==> config.mk <==
export PLATFORM = sky130hd
export DESIGN_NAME = isp_stage_sequencer_flat
export DESIGN_NICKNAME = d
export VERILOG_FILES = /design/src/rtl/isp_stage_sequencer_if.sv /design/src/rtl/isp_stage_sequencer.sv /design/src/flat_wrapper.sv
export SDC_FILE = /design/constraint.sdc
export NUM_CORES = 1
export LEC_CHECK = 0
export CAP_MARGIN = 25
export CORE_ASPECT_RATIO = 1.75
export CORE_UTILIZATION = 45
export DETAILED_ROUTE_END_ITERATION = 7
export HOLD_SLACK_MARGIN = 0.06
export PLACE_DENSITY_LB_ADDON = 0.3
export SYNTH_ARGS = -nofsm -noshare
export SYNTH_HDL_FRONTEND = slang
export SYNTH_SLANG_ARGS = --single-unit
export TNS_END_PERCENT = 20
==> constraint.sdc <==
create_clock -name clk -period 1.6 [get_ports clk]
set_input_delay 0.48 -clock clk [delete_from_list [all_inputs] [get_ports clk]]
set_output_delay 0.48 -clock clk [all_outputs]
set_load 0.02 [all_outputs]
==> src/rtl/isp_stage_sequencer_if.sv <==
// rtl/isp_stage_sequencer_if.sv - stage-side bundle between the sequencer and the ISP pixel stages
//
// Purpose: carries the per-stage launch/done handshake plus the latched frame
// geometry and the index of the stage currently launched or awaited.
// Signals:
//   stage_start  one-hot 1-cycle launch pulse per stage (stage new_trans)
//   stage_done   per-stage completion pulses
//   max_x/max_y  latched frame geometry, stable while the sequencer is busy
//   cur_stage    index of the stage launched/awaited
// Modports: master = sequencer, slave = stage side.
interface isp_stage_sequencer_if #(
  parameter int XW         = 8,
  parameter int YW         = 8,
  parameter int NUM_STAGES = 3,
  parameter int SW         = 2
);
  logic [NUM_STAGES-1:0] stage_start;
  logic [NUM_STAGES-1:0] stage_done;
  logic [XW-1:0]         max_x;
  logic [YW-1:0]         max_y;
  logic [SW-1:0]         cur_stage;

  modport master (
    output stage_start, max_x, max_y, cur_stage,
    input  stage_done
  );

  modport slave (
    input  stage_start, max_x, max_y, cur_stage,
    output stage_done
  );
endinterface

==> src/rtl/isp_stage_sequencer.sv <==
// rtl/isp_stage_sequencer.sv - frame-level launch/wait sequencer for the ISP pixel stages
//
// Purpose: on a frame start, latches stage mask and geometry, then launches each
// enabled stage (lowest index first) with a 1-cycle pulse and waits for its done.
// Optional watchdog on the WAIT state: define ISP_SEQ_WATCHDOG_EN.
// Ports:
//   clk, n_rst            clock, asynchronous active-low reset
//   start, abort          frame start pulse, cancel current frame
//   stage_mask            stage enable bits, sampled with start
//   cfg_max_x/cfg_max_y   frame width-1 / height-1, sampled with start
//   stg                   stage-side bundle (master modport)
//   busy                  high in any state but IDLE
//   frame_done            1-cycle frame-complete pulse
//   err                   sticky error (stray done / watchdog timeout)
//   frame_cnt             completed-frame counter, wraps
module isp_stage_sequencer #(
  parameter int X_MAX      = 200,
  parameter int Y_MAX      = 200,
  parameter int NUM_STAGES = 3,
  parameter int WDT_CYCLES = 65536,
  localparam int XW        = $clog2(X_MAX),
  localparam int YW        = $clog2(Y_MAX),
  localparam int SW        = $clog2(NUM_STAGES)
) (
  input  logic                  clk,
  input  logic                  n_rst,
  input  logic                  start,
  input  logic                  abort,
  input  logic [NUM_STAGES-1:0] stage_mask,
  input  logic [XW-1:0]         cfg_max_x,
  input  logic [YW-1:0]         cfg_max_y,
  isp_stage_sequencer_if.master stg,
  output logic                  busy,
  output logic                  frame_done,
  output logic                  err,
  output logic [15:0]           frame_cnt
);

  typedef enum logic [2:0] {S_IDLE, S_LAUNCH, S_WAIT, S_NEXT, S_DONE} state_t;

  localparam logic [NUM_STAGES-1:0] ONE = NUM_STAGES'(1);

  state_t                state_q;
  logic [NUM_STAGES-1:0] mask_q;
  logic [SW-1:0]         idx_q;
  logic [XW-1:0]         max_x_q;
  logic [YW-1:0]         max_y_q;
  logic [NUM_STAGES-1:0] stage_start_q;
  logic                  busy_q;
  logic                  frame_done_q;
  logic                  err_q;
  logic [15:0]           frame_cnt_q;

  // Lowest enabled stage of the incoming mask, and next enabled stage above idx_q.
  logic          first_found;
  logic [SW-1:0] first_idx;
  logic          next_found;
  logic [SW-1:0] next_idx;
  logic          awaited_done;
  logic          stray_done;

  always_comb begin
    first_found = 1'b0;
    first_idx   = '0;
    next_found  = 1'b0;
    next_idx    = '0;
    for (int i = NUM_STAGES - 1; i >= 0; i--) begin
      if (stage_mask[i]) begin
        first_found = 1'b1;
        first_idx   = SW'(i);
      end
      if (mask_q[i] && (i > int'(idx_q))) begin
        next_found = 1'b1;
        next_idx   = SW'(i);
      end
    end
    awaited_done = |(stg.stage_done & (ONE << idx_q));
    stray_done   = |(stg.stage_done & ~(ONE << idx_q));
  end

`ifdef ISP_SEQ_WATCHDOG_EN
  logic [16:0] wdt_cnt;
`else
  logic unused_wdt;
  assign unused_wdt = (WDT_CYCLES == 0);
`endif

  always_ff @(posedge clk or negedge n_rst) begin
    if (!n_rst) begin
      state_q       <= S_IDLE;
      mask_q        <= '0;
      idx_q         <= '0;
      max_x_q       <= '0;
      max_y_q       <= '0;
      stage_start_q <= '0;
      busy_q        <= 1'b0;
      frame_done_q  <= 1'b0;
      err_q         <= 1'b0;
      frame_cnt_q   <= '0;
`ifdef ISP_SEQ_WATCHDOG_EN
      wdt_cnt       <= '0;
`endif
    end else begin
      stage_start_q <= '0;
      frame_done_q  <= 1'b0;
      case (state_q)
        S_IDLE: begin
          if (start && !abort) begin
            mask_q  <= stage_mask;
            max_x_q <= cfg_max_x;
            max_y_q <= cfg_max_y;
            err_q   <= 1'b0;
            busy_q  <= 1'b1;
            if (first_found) begin
              idx_q         <= first_idx;
              stage_start_q <= ONE << first_idx;
              state_q       <= S_LAUNCH;
            end else begin
              // Empty frame walks through NEXT so it finishes like a last stage.
              state_q <= S_NEXT;
            end
          end
        end
        S_LAUNCH: begin
          if (abort) begin
            state_q <= S_IDLE;
            busy_q  <= 1'b0;
          end else begin
            state_q <= S_WAIT;
`ifdef ISP_SEQ_WATCHDOG_EN
            wdt_cnt <= '0;
`endif
          end
        end
        S_WAIT: begin
          if (abort) begin
            state_q <= S_IDLE;
            busy_q  <= 1'b0;
          end else begin
            if (stray_done) err_q <= 1'b1;
            if (awaited_done) begin
              state_q <= S_NEXT;
            end
`ifdef ISP_SEQ_WATCHDOG_EN
            // Fires on the edge where the count would reach WDT_CYCLES-1.
            else if (wdt_cnt == 17'(WDT_CYCLES - 2)) begin
              err_q   <= 1'b1;
              state_q <= S_IDLE;
              busy_q  <= 1'b0;
            end else begin
              wdt_cnt <= wdt_cnt + 17'd1;
            end
`endif
          end
        end
        S_NEXT: begin
          if (abort) begin
            state_q <= S_IDLE;
            busy_q  <= 1'b0;
          end else if (next_found) begin
            idx_q         <= next_idx;
            stage_start_q <= ONE << next_idx;
            state_q       <= S_LAUNCH;
          end else begin
            frame_done_q <= 1'b1;
            frame_cnt_q  <= frame_cnt_q + 16'd1;
            state_q      <= S_DONE;
          end
        end
        default: begin
          state_q <= S_IDLE;
          busy_q  <= 1'b0;
        end
      endcase
    end
  end

  assign stg.stage_start = stage_start_q;
  assign stg.max_x       = max_x_q;
  assign stg.max_y       = max_y_q;
  assign stg.cur_stage   = idx_q;
  assign busy            = busy_q;
  assign frame_done      = frame_done_q;
  assign err             = err_q;
  assign frame_cnt       = frame_cnt_q;

endmodule

==> src/flat_wrapper.sv <==
// flat-port wrapper written by rule: the top's interface ports become plain ports
module isp_stage_sequencer_flat 
#(
  parameter int X_MAX      = 200,
  parameter int Y_MAX      = 200,
  parameter int NUM_STAGES = 3,
  parameter int WDT_CYCLES = 65536,
  localparam int XW        = $clog2(X_MAX),
  localparam int YW        = $clog2(Y_MAX),
  localparam int SW        = $clog2(NUM_STAGES)
)
  (clk, n_rst, start, abort, stage_mask, cfg_max_x, cfg_max_y, busy, frame_done, err, frame_cnt, stg_stage_start, stg_max_x, stg_max_y, stg_cur_stage, stg_stage_done);
  isp_stage_sequencer_if #(.XW((8)), .YW((8)), .NUM_STAGES(NUM_STAGES), .SW((2))) stg_i ();
  input  logic clk;
  input  logic n_rst;
  input  logic start;
  input  logic abort;
  input  logic [NUM_STAGES-1:0] stage_mask;
  input  logic [XW-1:0] cfg_max_x;
  input  logic [YW-1:0] cfg_max_y;
  output logic busy;
  output logic frame_done;
  output logic err;
  output logic [15:0] frame_cnt;
  output wire logic [$bits(stg_i.stage_start)-1:0] stg_stage_start;
  output wire logic [$bits(stg_i.max_x)-1:0] stg_max_x;
  output wire logic [$bits(stg_i.max_y)-1:0] stg_max_y;
  output wire logic [$bits(stg_i.cur_stage)-1:0] stg_cur_stage;
  input wire logic [$bits(stg_i.stage_done)-1:0] stg_stage_done;
  assign stg_stage_start = stg_i.stage_start;
  assign stg_max_x = stg_i.max_x;
  assign stg_max_y = stg_i.max_y;
  assign stg_cur_stage = stg_i.cur_stage;
  assign stg_i.stage_done = stg_stage_done;
  isp_stage_sequencer #(.X_MAX(X_MAX), .Y_MAX(Y_MAX), .NUM_STAGES(NUM_STAGES), .WDT_CYCLES(WDT_CYCLES)) u_core (.clk(clk), .n_rst(n_rst), .start(start), .abort(abort), .stage_mask(stage_mask), .cfg_max_x(cfg_max_x), .cfg_max_y(cfg_max_y), .stg(stg_i), .busy(busy), .frame_done(frame_done), .err(err), .frame_cnt(frame_cnt));
endmodule
# Yosys cells after proc, flatten, opt, wreduce, memory -nomap -nowiden
# Index checks and enable logic that the tools add are counted.
[word_totals] output_inout_bits=40 reg_bits=46 input_bits=26
[classes] shift=3 bitwise=5 addsub=1 n_lt_le_gt_ge=2 n_eq_ne=11 n_mux=38 n_reduce_logical=16
[ops] op="3-bit two-way mux" n=9
[ops] op="2-bit two-way mux" n=11
[ops] op="16-bit by 1-bit adder with 16-bit output (second input constant)" n=1
[ops] op="1-bit two-way mux" n=13
[ops] op="3-bit one-hot mux with 4 select lines" n=1
[ops] op="2-bit by 1-bit != test with 1-bit output (second input constant)" n=5
[ops] op="3-bit OR reduction" n=3
[ops] op="1-bit by 2-bit left shift with 3-bit output (first input constant)" n=3
[ops] op="3-bit AND" n=2
[ops] op="3-bit by 2-bit == test with 1-bit output (second input constant)" n=2
[ops] op="3-bit one-hot mux with 2 select lines" n=1
[ops] op="2-bit AND reduction" n=3
[ops] op="5-bit AND reduction" n=1
[ops] op="2-bit != test (second input constant)" n=2
[ops] op="1-bit one-hot mux with 2 select lines" n=2
[ops] op="2-bit one-hot mux with 2 select lines" n=1
[ops] op="4-bit AND reduction" n=1
[ops] op="2-bit nonzero test" n=2
[ops] op="3-bit by 1-bit == test with 1-bit output (second input constant)" n=1
[ops] op="1-bit logical AND" n=3
[ops] op="3-bit zero test" n=1
[ops] op="3-bit by 2-bit != test with 1-bit output (second input constant)" n=1
[ops] op="3-bit NOT" n=1
[ops] op="3-bit AND reduction" n=1
[ops] op="4 further kinds" n=5

# Logic depth before layout (Yosys ltp)
# Gate-level depths: netlist of run 1.
[logic_depth] ltp_word=8 depth_mapped=6 depth_no_buf=4

# Least setup slack after synthesis of run 1
# Ideal clock, no wire load.
[synth_path] kind="flip-flop to flip-flop" from="reg u_core.idx_q[0] (netlist: u_core.stg.cur_stage[0])" to="reg u_core.frame_cnt_q[1] (netlist: u_core.frame_cnt[1])" path_stages_with_launch=6 synth_period_minus_slack_ns=1.581 path_slack_ns=0.019 n_path_buf=1 arrival_ns=1.456 setup_ns=0.125 path_cell_list="dfrtp_1 > nor2b_2 > o21ba_2 > buf_6 > nor2_1 > mux2_2"
[synth_via] elab_chain_len=6
[synth_rtl] element="start, declared" line_no="isp_stage_sequencer.sv:45" rtl="logic [SW-1:0] idx_q;"
[synth_rtl] element="start signal, assigned" line_no="isp_stage_sequencer.sv:115" rtl="idx_q <= first_idx;"
[synth_rtl] element="start signal, assigned" line_no="isp_stage_sequencer.sv:161" rtl="idx_q <= next_idx;"
[synth_rtl] element="2-bit greater-than comparator" line_no="isp_stage_sequencer.sv:72" rtl="if (mask_q[i] && (i > int'(idx_q))) begin"
[synth_rtl] element="1-bit logical AND" line_no="isp_stage_sequencer.sv:72"
[synth_rtl] element="1-bit two-way mux" line_no="isp_stage_sequencer.sv:72"
[synth_rtl] element="1-bit two-way mux (*)" line_no="isp_stage_sequencer.sv:72"
[synth_rtl] element="1-bit NOT (no source line) (*)"
[synth_rtl] element="3-bit AND reduction (no source line) (*)"
[synth_rtl] element="end signal, assigned" line_no="isp_stage_sequencer.sv:166" rtl="frame_cnt_q <= frame_cnt_q + 16'd1;"
[synth_rtl] element="end, declared" line_no="isp_stage_sequencer.sv:52" rtl="logic [15:0] frame_cnt_q;"
# Mark *: on every way between the ends. The rest lies on a longest branch, timed or not.
# A chain may end at the register's enable or synchronous reset.

# Worst setup path in the final report of run 1
[layout_path] from="reg u_core.state_q[2]" to="reg u_core.frame_cnt_q[5] (netlist: u_core.frame_cnt[5])"
[layout_via] elab_chain_len=2
[layout_rtl] element="start, declared" line_no="isp_stage_sequencer.sv:43" rtl="state_t state_q;"
[layout_rtl] element="start signal, assigned" line_no="isp_stage_sequencer.sv:90" rtl="state_q <= S_IDLE;"
[layout_rtl] element="start signal, assigned" line_no="isp_stage_sequencer.sv:117" rtl="state_q <= S_LAUNCH;"
[layout_rtl] element="start signal, assigned" line_no="isp_stage_sequencer.sv:120" rtl="state_q <= S_NEXT;"
[layout_rtl] element="3-bit by 2-bit == test with 1-bit output" line_no="isp_stage_sequencer.sv:106" rtl="case (state_q)"
[layout_rtl] element="3-bit AND reduction (no source line)"
# Every way passes these cells.

==> results of run 1 <==
cell usage after synthesis, drive strengths merged, types with 3 or more instances:
library cell and instances:
dfrtp 45, nand3 6, nor3b 3, buf 4
xor2 15, nand2 62, nor2 13, nor4 5
clkbuf 4, nor3 5
per-stage QoR:
step                      hold WS (ns)  instances
final                           0.1396        338
after CTS                       0.1458        338
after detailed placement        0.4627        330
after floorplan                 0.1844        196
after global placement          0.4533        330
after global routing            0.1537        338
repair_timing:
item / 4_1_cts / 5_1_grt
setup endpoints to repair: 77 / 18
pin swaps: 2 / 3
gates resized for setup: 47 / 8
hold buffers: 0 / 0
layout make-up:
class                           instances  area share, %
Sequential cell                        45          36.96
Multi-Input combinational cell        141          29.98
Timing Repair Buffer                   93          26.87
Clock buffer                            6          2.707
Tap cell                               49          2.010
Clock inverter                          2          1.231
Inverter                                2         0.2461
power by group through the flow:
| stage | Sequential, uW | Combinational [uW] | Clock (uW) |
|---|---|---|---|
| after floorplan | 1700 | 408 | 0 |
| after global placement | 1480 | 1240 | 0 |
| after detailed placement | 1480 | 1270 | 0 |
| after CTS | 1460 | 1160 | 924 |
| after global routing | 1480 | 1280 | 961 |
| final | 1460 | 1180 | 906 |
worst register-to-register path, stage by stage (launching register included):
cell      delay, ns
dfrtp_1        0.43
and4bb_2       0.39
nand4_4        0.19
nor3b_1        0.32
xor2_1         0.17
kinds of logic after synthesis:
logic type      after synthesis  share of synthesized area (%)
mux                           3                          1.610
buf+inv                      10                          2.786
fa+ha+maj                     1                         0.6191
simple gates                107                          27.18
xor+xnor                     15                          6.502
compound gates               15                          5.574
flops                        45                          55.73
cells in the final DEF, fill, tap and decap left out, types with 2 or more instances in the layout:
| master | count |
|---|---|
| a21oi_1 | 2 |
| and3_1 | 2 |
| and4bb_2 | 2 |
| buf_4 | 27 |
| clkbuf_8 | 6 |
| clkdlybuf4s15_1 | 2 |
| clkdlybuf4s50_1 | 23 |
| dfrtp_1 | 44 |
| dlygate4sd2_1 | 39 |
| inv_1 | 2 |
| mux2_2 | 2 |
| nand2_1 | 62 |
| nand3_1 | 4 |
| nor2_1 | 13 |
| nor3_1 | 4 |
| nor3b_1 | 3 |
| nor4_4 | 5 |
| o21ai_0 | 2 |
| xor2_1 | 15 |
worst max-delay path by stage:
| stage | from | to | slack (ns) |
|---|---|---|---|
| 5_1_grt | u_core.state_q[2] | u_core.frame_cnt[13] | -0.05 |
| 2_1_floorplan | u_core.stg.cur_stage[0] | u_core.frame_cnt[1] | 0.02 |
| 4_1_cts | u_core.frame_cnt[5] | u_core.frame_cnt[15] | 0.007 |
| 3_5_place_dp | abort | u_core.frame_cnt[12] | -0.52 |
| 6_report | u_core.state_q[2] | u_core.frame_cnt[5] | 0.03 |
| 3_3_place_gp | abort | u_core.frame_cnt[9] | -0.46 |
sequential cells by signal, indices dropped and copies added, names as in the netlist:
register                flops
u_core.state_q              3
u_core.busy                 1
u_core.stg.max_x            8
u_core.stg.max_y            8
u_core.stg.cur_stage        2
u_core.frame_cnt           16
u_core.mask_q               2
u_core.err                  1
u_core.frame_done           1
u_core.stg.stage_start      3
routing by layer:
metal | vias up | track usage (%)
met2 | 57 | 43.14
met3 | 14 | 5.219
met4 | 0 | 10.31
li1 | 842 | -
met5 | - | 0
met1 | 881 | 24.69
==> metrics.cfg, run 1 <==
[run_status]
outcome = finished clean

[clock_tree]
post_cts_buffers = 0
path_clk_slew_ns = 0.09
numCtsBuffers = 5
cts-root-buf = clkbuf_8
clock-sinks = 45
clk_latency_ns = 0.30
cts_tree = built
clk_path_buf_depth = 2
cts-htree-levels = 2

[placed_design]
dpl.hpwl_mm = 3.600
pre_cts_ws_ns = -0.5231
globalplace.congestion = 0.8495
portBuffers = 65
placed_cell_area_sq_mm = 0.002902

[setup_path]
cp_max_fo = 6
worstSetupStartpointType = flip-flop
crit_type = flip-flop to flip-flop
critPathArrivalTime_ns = 1.80
ff2ff_setup_slack_ns = 0.03
critPathRequiredTime_ns = 1.83
cp_top_family = simple AND/OR/NAND/NOR gates
worst-path-stages = 4
cp-end-kind = flip-flop
cp_cell_sequence = and4bb_2 > nand4_4 > nor3b_1 > xor2_1
ff2ff_path_depth = 4
cp.buffers_inverters = 0
r2r-end = u_core.frame_cnt[5]
reg2reg_from = u_core.state_q[2]
slowest_delay_ns = 0.43
cp_slowest_cell = dfrtp_1

[floorplanning]
die_area_sq_mm = 0.004773
ios = 66
num_rows = 31
fp.coreArea_sq_mm = 0.004228
die_w_um = 52.66
die_y_um = 90.65
start_util_pct = 47.80

[timing]
fin_crit_sh_pct = 98.03
fin_crit_ns = 1.569
finalHoldViolCount = 0
finClkSkew_ns = 0.009308
timing.final.ws_setup_ns = 0.03144
slew_headroom_pct = 76.77
setup_tns_ns = 0
fmax_mhz = 637.5
grt_setup_unrepaired = true
worst_slew_pin_slew_ns = 0.3481
setup_viol = 0
maxSlewViolCount = 0

[layout]
drive_gt1_share_pct = 18.69
multi_input_area_sq_um = 914.6
final.fill_count = 341
fin_util_pct = 72.15
area_growth_pct = 50.96
regArea_sq_mm = 0.001127
final_nets = 315
antenna_cells = 0
fin_area_sq_mm = 0.003050

[logic_synthesis]
synth_ff_type = dfrtp_1
syn-cell-area_sq_mm = 0.002021
synth-seq-area-share_pct = 55.73
syn_avg_cell_area_sq_um = 10.31
synthesis.nets = 223
async_flop_share_pct = 100.0
ys_ff_latch = 45
synth_edf_count = 0
syn_inst = 196
synth_top_area_share_pct = 55.73
yosysWarnings = 0
synth.area.top_cells = dfrtp_1 (56%), nand2_1 (12%), xor2_1 (6.5%), nor4_2 (3.1%), nor2_1 (2.4%)
synth_cell_types = 42
synth.largest_area_cell = dfrtp_1

[global_route]
grt_pass1_wl_mm = 8.493
grt_usage_pct = 23.83
grt_pass1_vias = 1921
grt_overflow = 0
antenna_found_initial = 0
grt_max_degree = 46

[power_and_ir_drop]
p_clk_share_pct = 25.5
max-vdd-ir-drop_mv = 0.8970
p_total_uw = 3546
swShare_pct = 33.74
combPwrFrac_pct = 33.4
power_frac_seq_pct = 41.1
p_per_area_mw_per_mm2 = 1163
switchingPower_uw = 1196
internal_power_uw = 2350
p_leak_uw = 0.001643

[route]
drt_iter0_markers = 36
vias = 1794
met2_length_mm = 2.818
firstDrtPassIters = 4
wl_met1_mm = 1.834
wl_met3_um = 189
drc = 0
drtAntennaViolNets = 0
viasPerCell = 5.308
routedWlPerCell_um = 14.78
dr.max_layer_used = met4
wl_mm = 4.997

[flow_run]
drv_cap = 0

[worst_hold_path]
min_path_type = primary input to asynchronous set/reset pin

No activity file was read; power rests on OpenSTA's default activity.
==> run 2: changes to the inputs <==
Settings changed: CELL_PAD_IN_SITES_DETAIL_PLACEMENT set to 0, CELL_PAD_IN_SITES_GLOBAL_PLACEMENT set to 1, CORE_UTILIZATION 45 to 34, CTS_CLUSTER_SIZE set to 8, SKIP_CTS_REPAIR_TIMING set to 1.
==> metrics.cfg, run 2 (synthesis gave the netlist of run 1 again) <==
[power_and_ir_drop]
p_leak_uw = 0.002116
max-vdd-ir-drop_mv = 0.7078
p_per_area_mw_per_mm2 = 1069
p_total_uw = 3449

[setup_path]
cp_cell_sequence = and4bb_2 > nand4_4 > nor4_4 > xor2_1
critPathRequiredTime_ns = 1.82
cp_max_fo = 6
cp_top_family = simple AND/OR/NAND/NOR gates
slowest_delay_ns = 0.40
ff2ff_path_depth = 4
ff2ff_setup_slack_ns = 0.07
critPathArrivalTime_ns = 1.75
cp-end-kind = flip-flop
worstSetupStartpointType = flip-flop
reg2reg_from = u_core.state_q[2]
cp.buffers_inverters = 0
r2r-end = u_core.frame_cnt[11]
cp_slowest_cell = dfrtp_1
crit_type = flip-flop to flip-flop
worst-path-stages = 4

[route]
drc = 0
vias = 1745
viasPerCell = 4.729
wl_mm = 5.060
routedWlPerCell_um = 13.71
drtAntennaViolNets = 0
drt_iter0_markers = 47
firstDrtPassIters = 5

[clock_tree]
clock-sinks = 45
numCtsBuffers = 5
cts_tree = built
cts-root-buf = clkbuf_8
path_clk_slew_ns = 0.08
cts-htree-levels = 2
clk_latency_ns = 0.30
clk_path_buf_depth = 2

[global_route]
antenna_found_initial = 0
grt_use_met2_pct = 31.08
grt_pass1_wl_mm = 8.418
grt_overflow = 0
grt-busiest-layer = met2
grt_use_met1_pct = 19.15
grt_max_degree = 46
grt_pass1_vias = 1830
grtUsageMet3_pct = 4.602
grt_usage_pct = 17.73

[placed_design]
dpl.hpwl_mm = 3.583
portBuffers = 65
pre_cts_ws_ns = -0.6116
globalplace.congestion = 0.8096
dp_cells = 362

[worst_hold_path]
min_path_type = primary input to asynchronous set/reset pin

[run_status]
outcome = finished clean

[timing]
fmax_mhz = 654.5
worst_slew_pin_slew_ns = 0.2854
finalHoldViolCount = 0
grt_setup_unrepaired = true
hold_slack_ns = 0.1502
maxSlewViolCount = 0
slew_headroom_pct = 80.70
setup_viol = 0
timing.final.ws_setup_ns = 0.07218
fin_crit_sh_pct = 95.49
finClkSkew_ns = 0.008397
fin_crit_ns = 1.528

[floorplanning]
die_area_sq_mm = 0.006268
fp.coreArea_sq_mm = 0.005630
start_util_pct = 35.89
die_y_um = 104.0
num_rows = 36
die_w_um = 60.28
ios = 66

[layout]
drive_gt1_share_pct = 20.14
fin_cells = 369
antenna_cells = 0
largest_reg_flops = 16
area_growth_pct = 59.63
final_common_cell = nand2_1
fin_util_pct = 57.29
final_cell_mix = nand2_1 (62), dfrtp_1 (44), dlymetal6s2s_1 (41)
final_nets = 320

[flow_run]
drv_cap = 0

==> run 2: report_power, final <==
part / switching (uW) / internal [uW]
Combinational: 667 / 628
Sequential: 114 / 1340
Clock: 362 / 343
==> run 2: area by class of cell <==
type                            instances  area, sq um
Timing Repair Buffer                   98         1021
Multi-Input combinational cell        141        888.4
Tap cell                               76        95.09
Fill cell                             512         2405
Inverter                                2        7.507
Clock buffer                            7        86.33
Sequential cell                        45         1127
==> run 2: worst max-delay path by stage <==
| stage | startpoint | to | slack (ns) |
|---|---|---|---|
| final | u_core.state_q[2] | u_core.frame_cnt[11] | 0.07 |
| after global placement | abort | u_core.frame_cnt[11] | -0.54 |
| after global routing | u_core.state_q[2] | u_core.frame_cnt[11] | -0.05 |
| after detailed placement | abort | u_core.frame_cnt[11] | -0.61 |
| after CTS | abort | u_core.frame_cnt[11] | -0.31 |
| after floorplan | u_core.stg.cur_stage[0] | u_core.frame_cnt[1] | 0.02 |
==> run 2: worst register-to-register path, stage by stage (launching register included) <==
cell and delay [ns]:
dfrtp_1 0.40, and4bb_2 0.36, nand4_4 0.18, nor4_4 0.31, xor2_1 0.19
==> run 2: metrics by stage <==
stage	setup TNS [ns]	cell area [sq um]
final	0	3226
after global routing	-0.05488	3226
after CTS	-9.236	3072
after detailed placement	-14.59	2985
after global placement	-13.77	2985
after floorplan	0	2021
==> run 2: routing by layer <==
| layer | vias to the layer above | wire [um] |
|---|---|---|
| met4 | 0 | 131 |
| li1 | 850 | - |
| met1 | 823 | 1850 |
| met3 | 10 | 291 |
| met2 | 62 | 2786 |
| met5 | - | 0 |
